==> src/rtl/spi_reg_pkg.sv <==
// spi_reg_pkg
//   Shared definitions for the SPI register bridge: FSM state encoding,
//   command-word field positions and default bank sizes.
package spi_reg_pkg;

    typedef enum logic [1:0] {
        ST_IDLE      = 2'd0,
        ST_WAIT_DATA = 2'd1,
        ST_WAIT_CS   = 2'd2,
        ST_LOAD      = 2'd3
    } state_t;

    // Command word fields
    localparam int CMD_W_BIT   = 15;
    localparam int CMD_RSVD_HI = 14;
    localparam int CMD_RSVD_LO = 8;
    localparam int CMD_ADDR_HI = 7;
    localparam int CMD_ADDR_LO = 0;

    localparam int DEF_DATA_LEN = 16;
    localparam int DEF_NUM_CTRL = 8;
    localparam int DEF_NUM_STAT = 8;

endpackage

==> src/rtl/spi_reg_bridge_if.sv <==
// spi_reg_bridge_if
//   Bundles the SPI-slave word handshake, the raw chip select and the
//   register-bank buses of spi_reg_bridge.
//   slave  modport : the bridge (consumes RX words/status, drives TX/ctrl/err)
//   master modport : the environment (SPI slave + PVT logic side)
interface spi_reg_bridge_if
    import spi_reg_pkg::*;
#(
    parameter int DATA_LEN = DEF_DATA_LEN,
    parameter int NUM_CTRL = DEF_NUM_CTRL,
    parameter int NUM_STAT = DEF_NUM_STAT
);
    logic                         i_RX_DV;
    logic [DATA_LEN-1:0]          i_RX_Data;
    logic                         i_SPI_CS_n;
    logic [NUM_STAT*DATA_LEN-1:0] i_Status;
    logic                         o_TX_DV;
    logic [DATA_LEN-1:0]          o_TX_Data;
    logic [NUM_CTRL*DATA_LEN-1:0] o_Ctrl;
    logic [NUM_CTRL-1:0]          o_Ctrl_Wr;
    logic                         o_Err;

    modport slave (
        input  i_RX_DV, i_RX_Data, i_SPI_CS_n, i_Status,
        output o_TX_DV, o_TX_Data, o_Ctrl, o_Ctrl_Wr, o_Err
    );

    modport master (
        output i_RX_DV, i_RX_Data, i_SPI_CS_n, i_Status,
        input  o_TX_DV, o_TX_Data, o_Ctrl, o_Ctrl_Wr, o_Err
    );
endinterface

==> src/rtl/spi_reg_bridge_sync_2ff.sv <==
// sync_2ff
//   Generic two-flop synchronizer for a single asynchronous level.
//   i_Clk : destination clock
//   i_Rst : synchronous active-high reset, loads both flops with RST_VAL
//   i_D   : asynchronous input
//   o_Q   : synchronized output
module sync_2ff #(
    parameter logic RST_VAL = 1'b0
) (
    input  logic i_Clk,
    input  logic i_Rst,
    input  logic i_D,
    output logic o_Q
);
    logic r_meta;
    logic r_sync;

    always_ff @(posedge i_Clk) begin
        if (i_Rst) begin
            r_meta <= RST_VAL;
            r_sync <= RST_VAL;
        end else begin
            r_meta <= i_D;
            r_sync <= r_meta;
        end
    end

    assign o_Q = r_sync;
endmodule

==> src/rtl/spi_reg_bridge.sv <==
// spi_reg_bridge
//   Decodes 16-bit words from the SPI slave into register accesses.
//   Control registers (0..NUM_CTRL-1) are read/write; status words
//   (NUM_CTRL..NUM_CTRL+NUM_STAT-1) are read-only. Read data is loaded into
//   the slave's TX register once chip select goes idle.
//   i_Clk, i_Rst : clock, synchronous active-high reset
//   bus.i_RX_DV/i_RX_Data   : received word pulse and data
//   bus.i_SPI_CS_n          : raw (asynchronous) chip select
//   bus.i_Status            : flat status words
//   bus.o_TX_DV/o_TX_Data   : TX load pulse and read data
//   bus.o_Ctrl/o_Ctrl_Wr    : control register contents and write strobes
//   bus.o_Err               : protocol-error pulse
module spi_reg_bridge
    import spi_reg_pkg::*;
#(
    parameter int                  DATA_LEN = DEF_DATA_LEN,
    parameter int                  NUM_CTRL = DEF_NUM_CTRL,
    parameter int                  NUM_STAT = DEF_NUM_STAT,
    parameter logic [DATA_LEN-1:0] CTRL_RST = '0
) (
    input logic             i_Clk,
    input logic             i_Rst,
    spi_reg_bridge_if.slave bus
);
    localparam logic [8:0] CTRL_LIM = 9'(NUM_CTRL);
    localparam logic [8:0] ADDR_LIM = 9'(NUM_CTRL + NUM_STAT);

    state_t              r_state;
    logic                r_tx_dv;
    logic [DATA_LEN-1:0] r_tx_data;
    logic [DATA_LEN-1:0] r_ctrl [NUM_CTRL];
    logic [NUM_CTRL-1:0] r_ctrl_wr;
    logic                r_err;
    logic [7:0]          r_addr;
    logic                r_cs_d;

    state_t              w_state_n;
    state_t              w_dec_state;
    logic                w_cs_s;
    logic                w_cs_rise;
    logic                w_is_wr;
    logic [7:0]          w_addr;
    logic                w_cmd_bad;
    logic [DATA_LEN-1:0] w_rd_val;
    logic                w_err_n;
    logic                w_cap_n;
    logic                w_lat_n;
    logic                w_wr_n;

    sync_2ff #(.RST_VAL(1'b1)) u_cs_sync (
        .i_Clk (i_Clk),
        .i_Rst (i_Rst),
        .i_D   (bus.i_SPI_CS_n),
        .o_Q   (w_cs_s)
    );

    always_ff @(posedge i_Clk) begin
        if (i_Rst) r_cs_d <= 1'b1;
        else       r_cs_d <= w_cs_s;
    end

    assign w_cs_rise = w_cs_s & ~r_cs_d;

    // Command decode of the current RX word
    assign w_is_wr   = bus.i_RX_Data[CMD_W_BIT];
    assign w_addr    = bus.i_RX_Data[CMD_ADDR_HI:CMD_ADDR_LO];
    assign w_cmd_bad = (|bus.i_RX_Data[CMD_RSVD_HI:CMD_RSVD_LO])
                     || ({1'b0, w_addr} >= ADDR_LIM)
                     || (w_is_wr && ({1'b0, w_addr} >= CTRL_LIM));
    assign w_dec_state = w_cmd_bad ? ST_IDLE : (w_is_wr ? ST_WAIT_DATA : ST_WAIT_CS);

    // Read mux: status words are sampled in the same cycle as the command
    always_comb begin
        w_rd_val = '0;
        for (int k = 0; k < NUM_CTRL; k++)
            if (w_addr == 8'(k)) w_rd_val = r_ctrl[k];
        for (int k = 0; k < NUM_STAT; k++)
            if (w_addr == 8'(NUM_CTRL + k)) w_rd_val = bus.i_Status[k*DATA_LEN +: DATA_LEN];
    end

    always_comb begin
        w_state_n = r_state;
        w_err_n   = 1'b0;
        w_cap_n   = 1'b0;
        w_lat_n   = 1'b0;
        w_wr_n    = 1'b0;
        case (r_state)
            ST_IDLE: begin
                if (bus.i_RX_DV) begin
                    w_state_n = w_dec_state;
                    w_err_n   = w_cmd_bad;
                    w_lat_n   = !w_cmd_bad && w_is_wr;
                    w_cap_n   = !w_cmd_bad && !w_is_wr;
                end
            end
            ST_WAIT_DATA: begin
                // A data word arriving together with the CS rise still completes
                if (bus.i_RX_DV) begin
                    w_wr_n    = 1'b1;
                    w_state_n = ST_IDLE;
                end else if (w_cs_rise) begin
                    w_err_n   = 1'b1;
                    w_state_n = ST_IDLE;
                end
            end
            ST_WAIT_CS: begin
                // Extra word in the read frame: flag it, drop the read, and
                // treat the new word as a fresh command
                if (bus.i_RX_DV) begin
                    w_state_n = w_dec_state;
                    w_err_n   = 1'b1;
                    w_lat_n   = !w_cmd_bad && w_is_wr;
                    w_cap_n   = !w_cmd_bad && !w_is_wr;
                end else if (w_cs_s) begin
                    w_state_n = ST_LOAD;
                end
            end
            ST_LOAD: begin
                w_state_n = ST_IDLE;
            end
            default: begin
                w_state_n = ST_IDLE;
            end
        endcase
    end

    always_ff @(posedge i_Clk) begin
        if (i_Rst) begin
            r_state   <= ST_IDLE;
            r_tx_dv   <= 1'b0;
            r_tx_data <= '0;
            r_ctrl_wr <= '0;
            r_err     <= 1'b0;
            r_addr    <= '0;
            for (int k = 0; k < NUM_CTRL; k++) r_ctrl[k] <= CTRL_RST;
        end else begin
            r_state <= w_state_n;
            // TX_DV is high exactly while the FSM sits in LOAD
            r_tx_dv <= (w_state_n == ST_LOAD);
            r_err   <= w_err_n;
            if (w_cap_n) r_tx_data <= w_rd_val;
            if (w_lat_n) r_addr    <= w_addr;
            for (int k = 0; k < NUM_CTRL; k++) begin
                r_ctrl_wr[k] <= w_wr_n && (r_addr == 8'(k));
                if (w_wr_n && (r_addr == 8'(k))) r_ctrl[k] <= bus.i_RX_Data;
            end
        end
    end

    assign bus.o_TX_DV   = r_tx_dv;
    assign bus.o_TX_Data = r_tx_data;
    assign bus.o_Ctrl_Wr = r_ctrl_wr;
    assign bus.o_Err     = r_err;

    genvar g;
    generate
        for (g = 0; g < NUM_CTRL; g++) begin : g_ctrl
            assign bus.o_Ctrl[g*DATA_LEN +: DATA_LEN] = r_ctrl[g];
        end
    endgenerate
endmodule
==> src/flat_wrapper.sv <==
// flat-port wrapper written by rule: the top's interface ports become plain ports
module spi_reg_bridge_flat import spi_reg_pkg::*;
#(
    parameter int                  DATA_LEN = DEF_DATA_LEN,
    parameter int                  NUM_CTRL = DEF_NUM_CTRL,
    parameter int                  NUM_STAT = DEF_NUM_STAT,
    parameter logic [DATA_LEN-1:0] CTRL_RST = '0
)
  (i_Clk, i_Rst, bus_i_RX_DV, bus_i_RX_Data, bus_i_SPI_CS_n, bus_i_Status, bus_o_TX_DV, bus_o_TX_Data, bus_o_Ctrl, bus_o_Ctrl_Wr, bus_o_Err);
  spi_reg_bridge_if #(.DATA_LEN(DATA_LEN), .NUM_CTRL(NUM_CTRL), .NUM_STAT(NUM_STAT)) bus_i ();
  input logic i_Clk;
  input logic i_Rst;
  input wire logic [$bits(bus_i.i_RX_DV)-1:0] bus_i_RX_DV;
  input wire logic [$bits(bus_i.i_RX_Data)-1:0] bus_i_RX_Data;
  input wire logic [$bits(bus_i.i_SPI_CS_n)-1:0] bus_i_SPI_CS_n;
  input wire logic [$bits(bus_i.i_Status)-1:0] bus_i_Status;
  output wire logic [$bits(bus_i.o_TX_DV)-1:0] bus_o_TX_DV;
  output wire logic [$bits(bus_i.o_TX_Data)-1:0] bus_o_TX_Data;
  output wire logic [$bits(bus_i.o_Ctrl)-1:0] bus_o_Ctrl;
  output wire logic [$bits(bus_i.o_Ctrl_Wr)-1:0] bus_o_Ctrl_Wr;
  output wire logic [$bits(bus_i.o_Err)-1:0] bus_o_Err;
  assign bus_i.i_RX_DV = bus_i_RX_DV;
  assign bus_i.i_RX_Data = bus_i_RX_Data;
  assign bus_i.i_SPI_CS_n = bus_i_SPI_CS_n;
  assign bus_i.i_Status = bus_i_Status;
  assign bus_o_TX_DV = bus_i.o_TX_DV;
  assign bus_o_TX_Data = bus_i.o_TX_Data;
  assign bus_o_Ctrl = bus_i.o_Ctrl;
  assign bus_o_Ctrl_Wr = bus_i.o_Ctrl_Wr;
  assign bus_o_Err = bus_i.o_Err;
  spi_reg_bridge #(.DATA_LEN(DATA_LEN), .NUM_CTRL(NUM_CTRL), .NUM_STAT(NUM_STAT), .CTRL_RST(CTRL_RST)) u_core (.i_Clk(i_Clk), .i_Rst(i_Rst), .bus(bus_i));
endmodule
==> config.mk <==
export PLATFORM = sky130hd
export DESIGN_NAME = spi_reg_bridge_flat
export DESIGN_NICKNAME = d
export VERILOG_FILES = /design/src/rtl/spi_reg_pkg.sv /design/src/rtl/spi_reg_bridge_if.sv /design/src/rtl/spi_reg_bridge_sync_2ff.sv /design/src/rtl/spi_reg_bridge.sv /design/src/flat_wrapper.sv
export SDC_FILE = /design/constraint.sdc
export NUM_CORES = 1
export LEC_CHECK = 0
export BUFFER_PORTS_ARGS = -buffer_cell sky130_fd_sc_hd__buf_2
export CORE_MARGIN = 5
export CORE_UTILIZATION = 51
export CTS_CLUSTER_DIAMETER = 150
export CTS_CLUSTER_SIZE = 30
export DETAILED_ROUTE_END_ITERATION = 16
export GPL_TIMING_DRIVEN = 0
export PLACE_DENSITY = 0.81
export SYNTH_ARGS = -nofsm -noshare
export SYNTH_HDL_FRONTEND = slang
export SYNTH_SLANG_ARGS = --single-unit
==> constraint.sdc <==
create_clock -name i_Clk -period 2.8 [get_ports i_Clk]
set_input_delay 0.28 -clock i_Clk [delete_from_list [all_inputs] [get_ports i_Clk]]
set_output_delay 0.28 -clock i_Clk [all_outputs]
set_load 0.05 [all_outputs]
==> flow_summary.json <==
{
  "status": "finished, final reports clean",
  "syn_area_per_cell_um2": 9.94,
  "crit_path_end_kind": "flip-flop",
  "fin_skew_ps": 6.89,
  "cts_made_buffers": 17,
  "synth_top_family_by_area": "simple AND/OR/NAND/NOR gates",
  "path_class": "in -> reg",
  "fin_cells": 1424,
  "finalHoldViolations": 0,
  "whs_ps": 23.9,
  "syn_area_um2": 8690,
  "io_buffers": 298,
  "timing.final.crit_share_pct": 99.5,
  "die-area_um2": 19700,
  "synth_compound_area_share_pct": 17.4,
  "fin_area_um2": 11000,
  "post_cts_resized": 0,
  "start_util_pct": 52.2,
  "async_reset_ff_share_pct": 0,
  "final_cell_mix": "buf_2 (318), nor2_1 (175), edfxtp_1 (128)",
  "p_per_area_nw_per_um2": 560,
  "core.rowCount": 47,
  "cp-start-kind": "input pin",
  "layout.nets": 1339,
  "mostFrequentLayoutCell": "buf_2",
  "cts_buffer_depth": 2,
  "clock_latency_ps": 440,
  "first_pass_iters": 5,
  "max-cap-violations": 0,
  "first_global_vias": 8985,
  "synth-xor-area-share_pct": 0,
  "syn-num-nets": 1022,
  "leakage_nw": 4.71,
  "utilization_pct": 66.3,
  "arrival_ps": 3140,
  "power_mw": 6.17,
  "timing.fmax_mhz": 359,
  "synthMuxAreaShare_pct": 6.25,
  "syn-instance-count": 874,
  "cts_setup_buffers": 0,
  "grt-ovfl-total": 0,
  "setup-tns-final_ps": 0,
  "grt_max_degree": 17,
  "routed_wl_um": 39600,
  "boundaryPins": 302,
  "dp_cells": 1392,
  "tightestPinTransition_ps": 1040,
  "yosys.area_share.adder_pct": 0,
  "cts_root_buf": "clkbuf_16",
  "antenna_left": 0,
  "yosysWarnings": 0,
  "synth.distinct_cells": 66,
  "placed_area_um2": 10500,
  "clk_pin_slew_ps": 70,
  "synthSimpleGateAreaFrac_pct": 19.0,
  "drive_gt1_share_pct": 31.9,
  "ctsHoldBuffers": 0,
  "min_path_type": "in -> reg",
  "setup_violations": 0,
  "htreeDepth": 4,
  "vdd_drop_max_mv": 0.454,
  "synth_flop_cell": "edfxtp_1",
  "area_delta_synth_final_pct": 27.0,
  "drt_iter0_markers": 1453,
  "antenna_cells": 0,
  "cts.sinks": 167,
  "finalCriticalPeriod_ps": 2790,
  "max_slew_margin_pct": 30.1,
  "timing.critical_path.fanout_max": 10,
  "gp_congestion": 1.01,
  "core_um2": 16600,
  "rsz0062_at_grt": "no",
  "vias": 9315,
  "cts_tree": "done",
  "seq_area_frac_synth_pct": 53.2,
  "pre_cts_ws_ps": -206,
  "post_drt_wl_per_cell_um": 27.8,
  "setup_slack_ps": 13.4,
  "grt_pass1_wl_um": 56100,
  "antenna_found_initial": 1,
  "crit_required_ps": 3150,
  "ys_ff_latch": 167,
  "timing.final.max_slew_violations": 0,
  "dieHeight_um": 141,
  "place_hpwl_um": 29700,
  "vias_per_cell": 6.54,
  "track_usage_pct": 38.3,
  "synth_edf_count": 128,
  "die_x_um": 141,
  "drc": 0
}
## final timing paths
kind	start	endpoint	slack, ps	cells after the start
hold / removal	bus_i_SPI_CS_n	u_core.u_cs_sync.r_meta$_SDFF_PP1_	20	2
setup / recovery	bus_i_RX_Data[0]	u_core.bus.o_TX_Data[12]$_SDFFE_PP0P_	10	8
hold reg to reg	u_core.u_cs_sync.r_meta$_SDFF_PP1_	u_core.u_cs_sync.o_Q$_SDFF_PP1_	430	1
setup reg to reg	u_core.r_state[1]$_SDFF_PP0_	u_core.r_ctrl[1][19]$_SDFFCE_PN0P_	120	5
## state kept, by name, indices dropped and copies added, names as in the netlist
name and cells:
u_core.r_ctrl 128, u_core.bus.o_TX_DV 1, u_core.r_state 2, u_core.u_cs_sync.r_meta 1, u_core.r_cs_d 1, u_core.bus.o_Ctrl_Wr 8
u_core.r_addr 8, u_core.bus.o_TX_Data 16, u_core.bus.o_Err 1, u_core.u_cs_sync.o_Q 1
## Yosys cell counts (all sizes together), types with 10 or more instances
cell | n | area (µm²)
a211oi | 12 | 90.1
a21oi | 51 | 255
buf | 27 | 134
clkbuf | 38 | 143
dfxtp | 39 | 781
edfxtp | 128 | 3840
inv | 20 | 75.1
mux2 | 10 | 113
mux2i | 34 | 340
nand2 | 39 | 149
nand2b | 29 | 181
nand3 | 13 | 65.1
nor2 | 175 | 657
nor2b | 16 | 100
nor3 | 25 | 158
nor4 | 10 | 75.1
o21ai | 42 | 210
o22ai | 28 | 175
or3 | 10 | 62.6
## worst max-delay path: stages
cell,delay (ps)
buf_2,340
buf_2,350
clkinv_1,420
clkbuf_1,540
a21boi_0,680
a31o_2,200
a21oi_1,70
o32ai_1,230
## where the power goes
part / switching [mW] / internal [mW]
Combinational: 0.794 / 0.273
Clock: 1.03 / 1.26
Sequential: 0.0582 / 2.76
Total: 1.89 / 4.29
## routing by layer
metal	up-vias	track usage, %	part of all wire [%]
li1	3881	-	-
met5	-	0	0
met2	922	61.1	45
met3	179	13.3	16
met1	4333	46.0	33
met4	0	19.9	6.0
## area by class of cell
type	count	area, µm²
timing repair buffer	298	1490
clock inverter	13	120
sequential	167	4620
tap	220	275
clock buffer	19	443
multi-input combinational	620	3720
inverter	22	82.6
buffer	65	277
fill	1412	5610
## logic make-up (layout without fill, tap and decap cells)
logic type / count (synthesis) / count (layout)
flip-flops: 167 / 167
multiplexers: 48 / 48
AO/OA/AOI/OAI: 224 / 224
AND/OR/NAND/NOR: 348 / 348
buffers and inverters: 87 / 417
Power figures use the tool's default switching activity.
